--- config.mk ---
export PLATFORM = sky130hd
export DESIGN_NAME = pulse_train_generator
export DESIGN_NICKNAME = d
export VERILOG_FILES = /design/src/rtl/pulse_train_generator.sv
export SDC_FILE = /design/constraint.sdc
export NUM_CORES = 1
export LEC_CHECK = 0
export ABC_AREA = 1
export BUFFER_PORTS_ARGS = -buffer_cell sky130_fd_sc_hd__buf_2
export CAP_MARGIN = 20
export CORE_UTILIZATION = 55
export DETAILED_ROUTE_END_ITERATION = 7
export PLACE_DENSITY = 0.76
export SLEW_MARGIN = 20
export SYNTH_ARGS = -nofsm -noshare
export SYNTH_HDL_FRONTEND = slang
export SYNTH_SLANG_ARGS = --single-unit
--- constraint.sdc ---
create_clock -name clk -period 1.77 [get_ports clk]
set_input_delay 0.2655 -clock clk [delete_from_list [all_inputs] [get_ports clk]]
set_output_delay 0.2655 -clock clk [all_outputs]
set_load 0.03 [all_outputs]
--- src/rtl/pulse_train_generator.sv ---
// Pulse-train generator: latches high/low lengths and a pulse count on start, then plays
// count*(high+low) cycles of registered output. Optional o_edge strobe: PULSE_TRAIN_EDGE_MARK_EN.
module pulse_train_generator #(
   parameter int CNT_W = 8
) (
   input  logic             clk,
   input  logic             rst_n,
   input  logic             i_start,
   input  logic [CNT_W-1:0] i_high_len,
   input  logic [CNT_W-1:0] i_low_len,
   input  logic [CNT_W-1:0] i_count,
   input  logic             i_abort,
   output logic             o_pulse,
   output logic             o_busy,
   output logic             o_done,
   output logic             o_edge
);

   typedef enum logic [1:0] {IDLE, HIGH, LOW} state_t;

   state_t           state, state_nxt;
   // Phase lengths are held as (len-1) so a zero length naturally behaves as one cycle.
   logic [CNT_W-1:0] high_m1, high_m1_nxt;
   logic [CNT_W-1:0] low_m1, low_m1_nxt;
   logic [CNT_W-1:0] remaining, remaining_nxt;
   logic [CNT_W-1:0] phase, phase_nxt;
   logic             pulse_nxt, busy_nxt, done_nxt;

   always_ff @(posedge clk) begin
      if (!rst_n) begin
         state     <= IDLE;
         high_m1   <= '0;
         low_m1    <= '0;
         remaining <= '0;
         phase     <= '0;
         o_pulse   <= 1'b0;
         o_busy    <= 1'b0;
         o_done    <= 1'b0;
      end else begin
         state     <= state_nxt;
         high_m1   <= high_m1_nxt;
         low_m1    <= low_m1_nxt;
         remaining <= remaining_nxt;
         phase     <= phase_nxt;
         o_pulse   <= pulse_nxt;
         o_busy    <= busy_nxt;
         o_done    <= done_nxt;
      end
   end

   always_comb begin
      state_nxt     = state;
      high_m1_nxt   = high_m1;
      low_m1_nxt    = low_m1;
      remaining_nxt = remaining;
      phase_nxt     = phase;
      pulse_nxt     = o_pulse;
      busy_nxt      = o_busy;
      done_nxt      = 1'b0;
      case (state)
         IDLE: begin
            if (i_start && !i_abort) begin
               if (i_count == '0) begin
                  done_nxt = 1'b1;
               end else begin
                  high_m1_nxt   = (i_high_len == '0) ? '0 : i_high_len - 1'b1;
                  low_m1_nxt    = (i_low_len == '0) ? '0 : i_low_len - 1'b1;
                  remaining_nxt = i_count;
                  phase_nxt     = (i_high_len == '0) ? '0 : i_high_len - 1'b1;
                  state_nxt     = HIGH;
                  pulse_nxt     = 1'b1;
                  busy_nxt      = 1'b1;
               end
            end
         end
         HIGH: begin
            if (i_abort) begin
               state_nxt = IDLE;
               pulse_nxt = 1'b0;
               busy_nxt  = 1'b0;
            end else if (phase == '0) begin
               state_nxt = LOW;
               pulse_nxt = 1'b0;
               phase_nxt = low_m1;
            end else begin
               phase_nxt = phase - 1'b1;
            end
         end
         LOW: begin
            if (i_abort) begin
               state_nxt = IDLE;
               pulse_nxt = 1'b0;
               busy_nxt  = 1'b0;
            end else if (phase == '0) begin
               if (remaining == 1) begin
                  state_nxt = IDLE;
                  busy_nxt  = 1'b0;
                  done_nxt  = 1'b1;
               end else begin
                  remaining_nxt = remaining - 1'b1;
                  state_nxt     = HIGH;
                  pulse_nxt     = 1'b1;
                  phase_nxt     = high_m1;
               end
            end else begin
               phase_nxt = phase - 1'b1;
            end
         end
         default: begin
            state_nxt = IDLE;
            pulse_nxt = 1'b0;
            busy_nxt  = 1'b0;
         end
      endcase
   end

`ifdef PULSE_TRAIN_EDGE_MARK_EN
   always_ff @(posedge clk) begin
      if (!rst_n) o_edge <= 1'b0;
      else        o_edge <= (pulse_nxt != o_pulse);
   end
`else
   assign o_edge = 1'b0;
`endif

endmodule

Yosys cells after proc, flatten, opt, wreduce, memory -nomap -nowiden
Index checks and enable logic that the tools add are counted.
{"block": "totals", "ff_bits": 37, "wordCells": 86, "out_inout_bits": 4, "inputBits": 28}
{"block": "classes", "bitwise_logic": 1, "n_addsub": 4, "n_mux": 43, "n_reduce_logical": 15, "n_eq_ne": 15}
{"operator": "8-bit two-way mux", "count": 14}
{"operator": "8-bit logical NOT", "count": 4}
{"operator": "8-bit by 1-bit subtractor with 8-bit output, second input constant", "count": 4}
{"operator": "8-bit one-hot mux with 3 select lines", "count": 1}
{"operator": "1-bit two-way mux", "count": 17}
{"operator": "8-bit one-hot mux with 2 select lines", "count": 1}
{"operator": "3-bit inequality test, second input constant", "count": 5}
{"operator": "2-bit inequality test, second input constant", "count": 7}
{"operator": "2-bit two-way mux", "count": 6}
{"operator": "6-bit AND reduction", "count": 2}
{"operator": "5-bit AND reduction", "count": 2}
{"operator": "8-bit by 1-bit == test with 1-bit output, second input constant", "count": 1}
{"operator": "1-bit one-hot mux with 3 select lines", "count": 2}
{"operator": "2-bit one-hot mux with 3 select lines", "count": 1}
{"operator": "4-bit AND reduction", "count": 1}
{"operator": "3-bit AND reduction", "count": 1}
{"operator": "3-bit nonzero test", "count": 1}
{"operator": "2-bit by 1-bit == test with 1-bit output, second input constant", "count": 1}
{"operator": "2-bit == test, second input constant", "count": 1}
{"operator": "2-bit logical NOT", "count": 1}
{"operator": "1-bit one-hot mux with 2 select lines", "count": 1}
{"operator": "2-bit nonzero test", "count": 1}
{"operator": "1-bit logical AND", "count": 1}
{"operator": "1-bit logical NOT", "count": 1}
{"operator": "1-bit NOT", "count": 1}

Logic depth before layout (Yosys ltp)
{"block": "depth", "ltp_word": 5, "ltp_mapped": 12}

Worst setup path before layout
No wires, ideal clock.
{"block": "synth_timing", "path_type": "register -> register", "startpoint": "reg state[0]", "endpoint": "reg phase[5]", "n_path_buf": 1, "t_arrival_ns": 1.472, "slack_ns": 0.183, "path_stages_with_launch": 12, "setup_ns": 0.115, "cell_sequence": "dfxtp_1 > inv_1 > ha_1 > buf_6 > inv_4 > nand2_1 > a21oi_1 > nand3_1 > nor2_4 > nand2_1 > nor2_1 > nor2_1"}
{"block": "synth_between", "elab_chain_cells": 3, "elab_cells_between_ends": 11, "cone_classes": "eq/ne: 7; mux: 1; reduce/logical: 3"}
{"item": "start: declaration", "line": "21", "text": "state_t state, state_nxt;"}
{"item": "start signal: assignment", "line": "40", "text": "state <= state_nxt;"}
{"item": "2-bit == test (tied with other cells)", "line": "60", "text": "case (state)"}
{"item": "3-bit inequality test (no source line) (tied with other cells)"}
{"item": "6-bit AND reduction (no source line)"}
{"item": "end signal: assignment", "line": "44", "text": "phase <= phase_nxt;"}
{"item": "end: declaration", "line": "26", "text": "logic [CNT_W-1:0] phase, phase_nxt;"}
Parallel ways exist; a longest one is shown, timed or not.
A chain may end at the register's enable or synchronous reset.

Worst setup path after layout
{"block": "layout_timing", "startpoint": "reg state[0]", "endpoint": "reg phase[3]"}
The elaborated chain is that of the path after synthesis.

==> impl_metrics.tcl <==
set metrics [dict create \
    status "complete, no violations" \
    place_area_mm2 0.00309 \
    final_cell_mix "127 x nand2_1, 71 x nor2_1, 55 x inv_1, 37 x dfxtp_1" \
    maxCapViolations 0 \
    setup_violations 0 \
    skew_ns 0.0112 \
    rrSetupSlack_ns 0.08 \
    seq_area_frac_synth 0.257 \
    wl_met2_um 3210 \
    drt_first_pass_iters 7 \
    antenna_found_initial 0 \
    finalCritPeriodShare 0.953 \
    drtIter0Drc 168 \
    syn_area_per_cell_um2 6.04 \
    cp-start-kind "flop" \
    fmax_mhz 593 \
    grt_pass1_vias 2499 \
    power.leakage_nw 1.61 \
    reg2reg_to "phase[3]" \
    power_w 0.00507 \
    place_congestion 0.905 \
    path_class "flop to flop" \
    grtUsageTotal 0.260 \
    dieWidth_um 74.4 \
    drv_slew 0 \
    synthArstFlopShare 0 \
    routed_wl_um 6840 \
    finalInstanceArea_mm2 0.00325 \
    drc 0 \
    cts_buffer_depth 2 \
    initial_utilization 0.590 \
    die_height_um 74.4 \
    core_area_mm2 0.00488 \
    vias 2952 \
    numCtsBuffers 5 \
    clock-sinks 37 \
    cts_tree "yes" \
    grt_pass1_wl_um 11000 \
    cts-root-buf "clkbuf_8" \
    ys_warn_count 0 \
    grt_start_max_net_pins 26 \
    crit_required_ns 1.95 \
    worst_pin_slew_ns 0.519 \
    grt_overflow 0 \
    min_from "i_start" \
    clkTransAtPathRegs_ns 0.08 \
    hpwl_um 5230 \
    io_buffers 30 \
    synthFlopType "dfxtp_1" \
    synthesis.nets 517 \
    power_density_mw_per_mm2 1560 \
    final_common_cell "nand2_1" \
    route.met3.wl_um 365 \
    ioPinCount 32 \
    holdPathEnd "o_done" \
    ys_types 27 \
    highest_layer "met4" \
    ys_seq_elements 37 \
    cp_max_fo 8 \
    min_path_cells 3 \
    synth_area_mm2 0.00288 \
    whs_ns 0.281 \
    critPathCaptureType "flop" \
    wl_per_cell_um 11.8 \
    wl_met1_um 3190 \
    nNetsFinal 554 \
    finalCriticalPeriod_ns 1.69 \
    worstHoldPathType "primary input to flop" \
    vias_per_cell 5.08 \
    finalHoldViolCount 0 \
    final_layout_size_suffix_gt1_frac 0.185 \
    relSlewSlack 0.651 \
    r2r_cells 10 \
    r2r_start "state[0]" \
    dieArea_mm2 0.00553 \
    synth_edf_count 0 \
    synthToLayoutAreaGrowth_pct 12.7 \
    syn_inst 477 \
    num_antenna_cells 0 \
    rows 25 \
    htreeDepth 2 \
    worstPathArrival_ns 1.87 \
    ant_nets 0 \
    clk_latency_ns 0.29 \
    irDropWorstVdd_mv 0.659 \
]
synth_stat cells (2+ instances only):
master / n / area share
nor2_2: 6 / 0.013
buf_6: 6 / 0.023
xor2_1: 7 / 0.021
ha_1: 12 / 0.052
nand3b_1: 2 / 0.0052
nand3_1: 33 / 0.057
nor2_4: 6 / 0.023
nand4_1: 7 / 0.015
nand2_1: 127 / 0.17
inv_2: 9 / 0.012
buf_2: 2 / 0.0035
inv_1: 55 / 0.072
o21bai_1: 3 / 0.0078
a21oi_1: 32 / 0.056
nand2_4: 3 / 0.012
nand2_2: 11 / 0.024
nor2_1: 72 / 0.094
dfxtp_1: 37 / 0.26
o21ai_0: 28 / 0.049
clkbuf_1: 6 / 0.0078
nor3_1: 6 / 0.010
a21oi_2: 2 / 0.0061
worst max-delay path by stage:
stage,from,to,depth (start not counted)
finish,state[0],phase[3],10
floorplan,state[0],phase[5],11
global placement,phase[1],phase[4],9
detailed placement,state[0],phase[3],10
global route,state[0],phase[7],10
CTS,state[0],phase[3],10
where the power goes:
group / leakage, nW / internal (W) / switching, W / total (W)
sequential: 0.304 / 0.00107 / 0.000188 / 0.00125
clock: 0.0443 / 0.000309 / 0.000298 / 0.000607
combinational: 1.26 / 0.00119 / 0.00202 / 0.00321
per-stage QoR:
| step | setup TNS [ns] | setup WS (ns) | instances | utilization |
|---|---|---|---|---|
| global placement | 0 | 0.126 | 570 | 0.633 |
| CTS | 0 | 0.00303 | 577 | 0.651 |
| floorplan | 0 | 0.183 | 477 | - |
| finish | 0 | 0.0839 | 581 | 0.665 |
| detailed placement | 0 | 0.0887 | 570 | 0.633 |
| global route | -0.00485 | -0.00485 | 581 | 0.665 |
metal layers:
layer | up-vias | global-route usage
met5 | - | 0
met4 | 0 | 0.0692
met3 | 12 | 0.0366
met2 | 102 | 0.451
met1 | 1272 | 0.337
li1 | 1566 | -
critical path: stages, from the launching register on:
cell     delay [ns]
dfxtp_1        0.34
inv_1          0.07
ha_2           0.23
inv_4          0.10
nand2_1        0.07
a21oi_2        0.17
nand3_2        0.15
nor2_4         0.19
nand2_1        0.08
nor2_1         0.13
nor2_1         0.05
logic make-up after synthesis:
family | count (synthesis) | synth area share
compound gates | 67 | 0.126
other cells | 1 | 0.00130
buf+inv | 80 | 0.123
fa+ha+maj | 12 | 0.0521
flops | 37 | 0.257
simple gates | 273 | 0.420
xor+xnor | 7 | 0.0213
repair_timing:
item,4_1_cts,5_1_grt
setup buffers,0,3
gates resized for setup,0,7
endpoints found under the setup margin,0,10
hold buffers,0,0
sequential cells by signal (all words and copies together) (netlist names):
name / cells
state: 2
low_m1: 8
o_done: 1
high_m1: 8
o_busy: 1
phase: 8
remaining: 8
o_pulse: 1
layout make-up:
cell class	instances	area, um^2
clock buffers	7	86.3
inverters	65	246
fillers	458	1630
well taps	67	83.8
multi-input cells	361	1820
repair buffers	44	268
flip-flops and latches	37	741
Power figures use the tool's default switching activity.
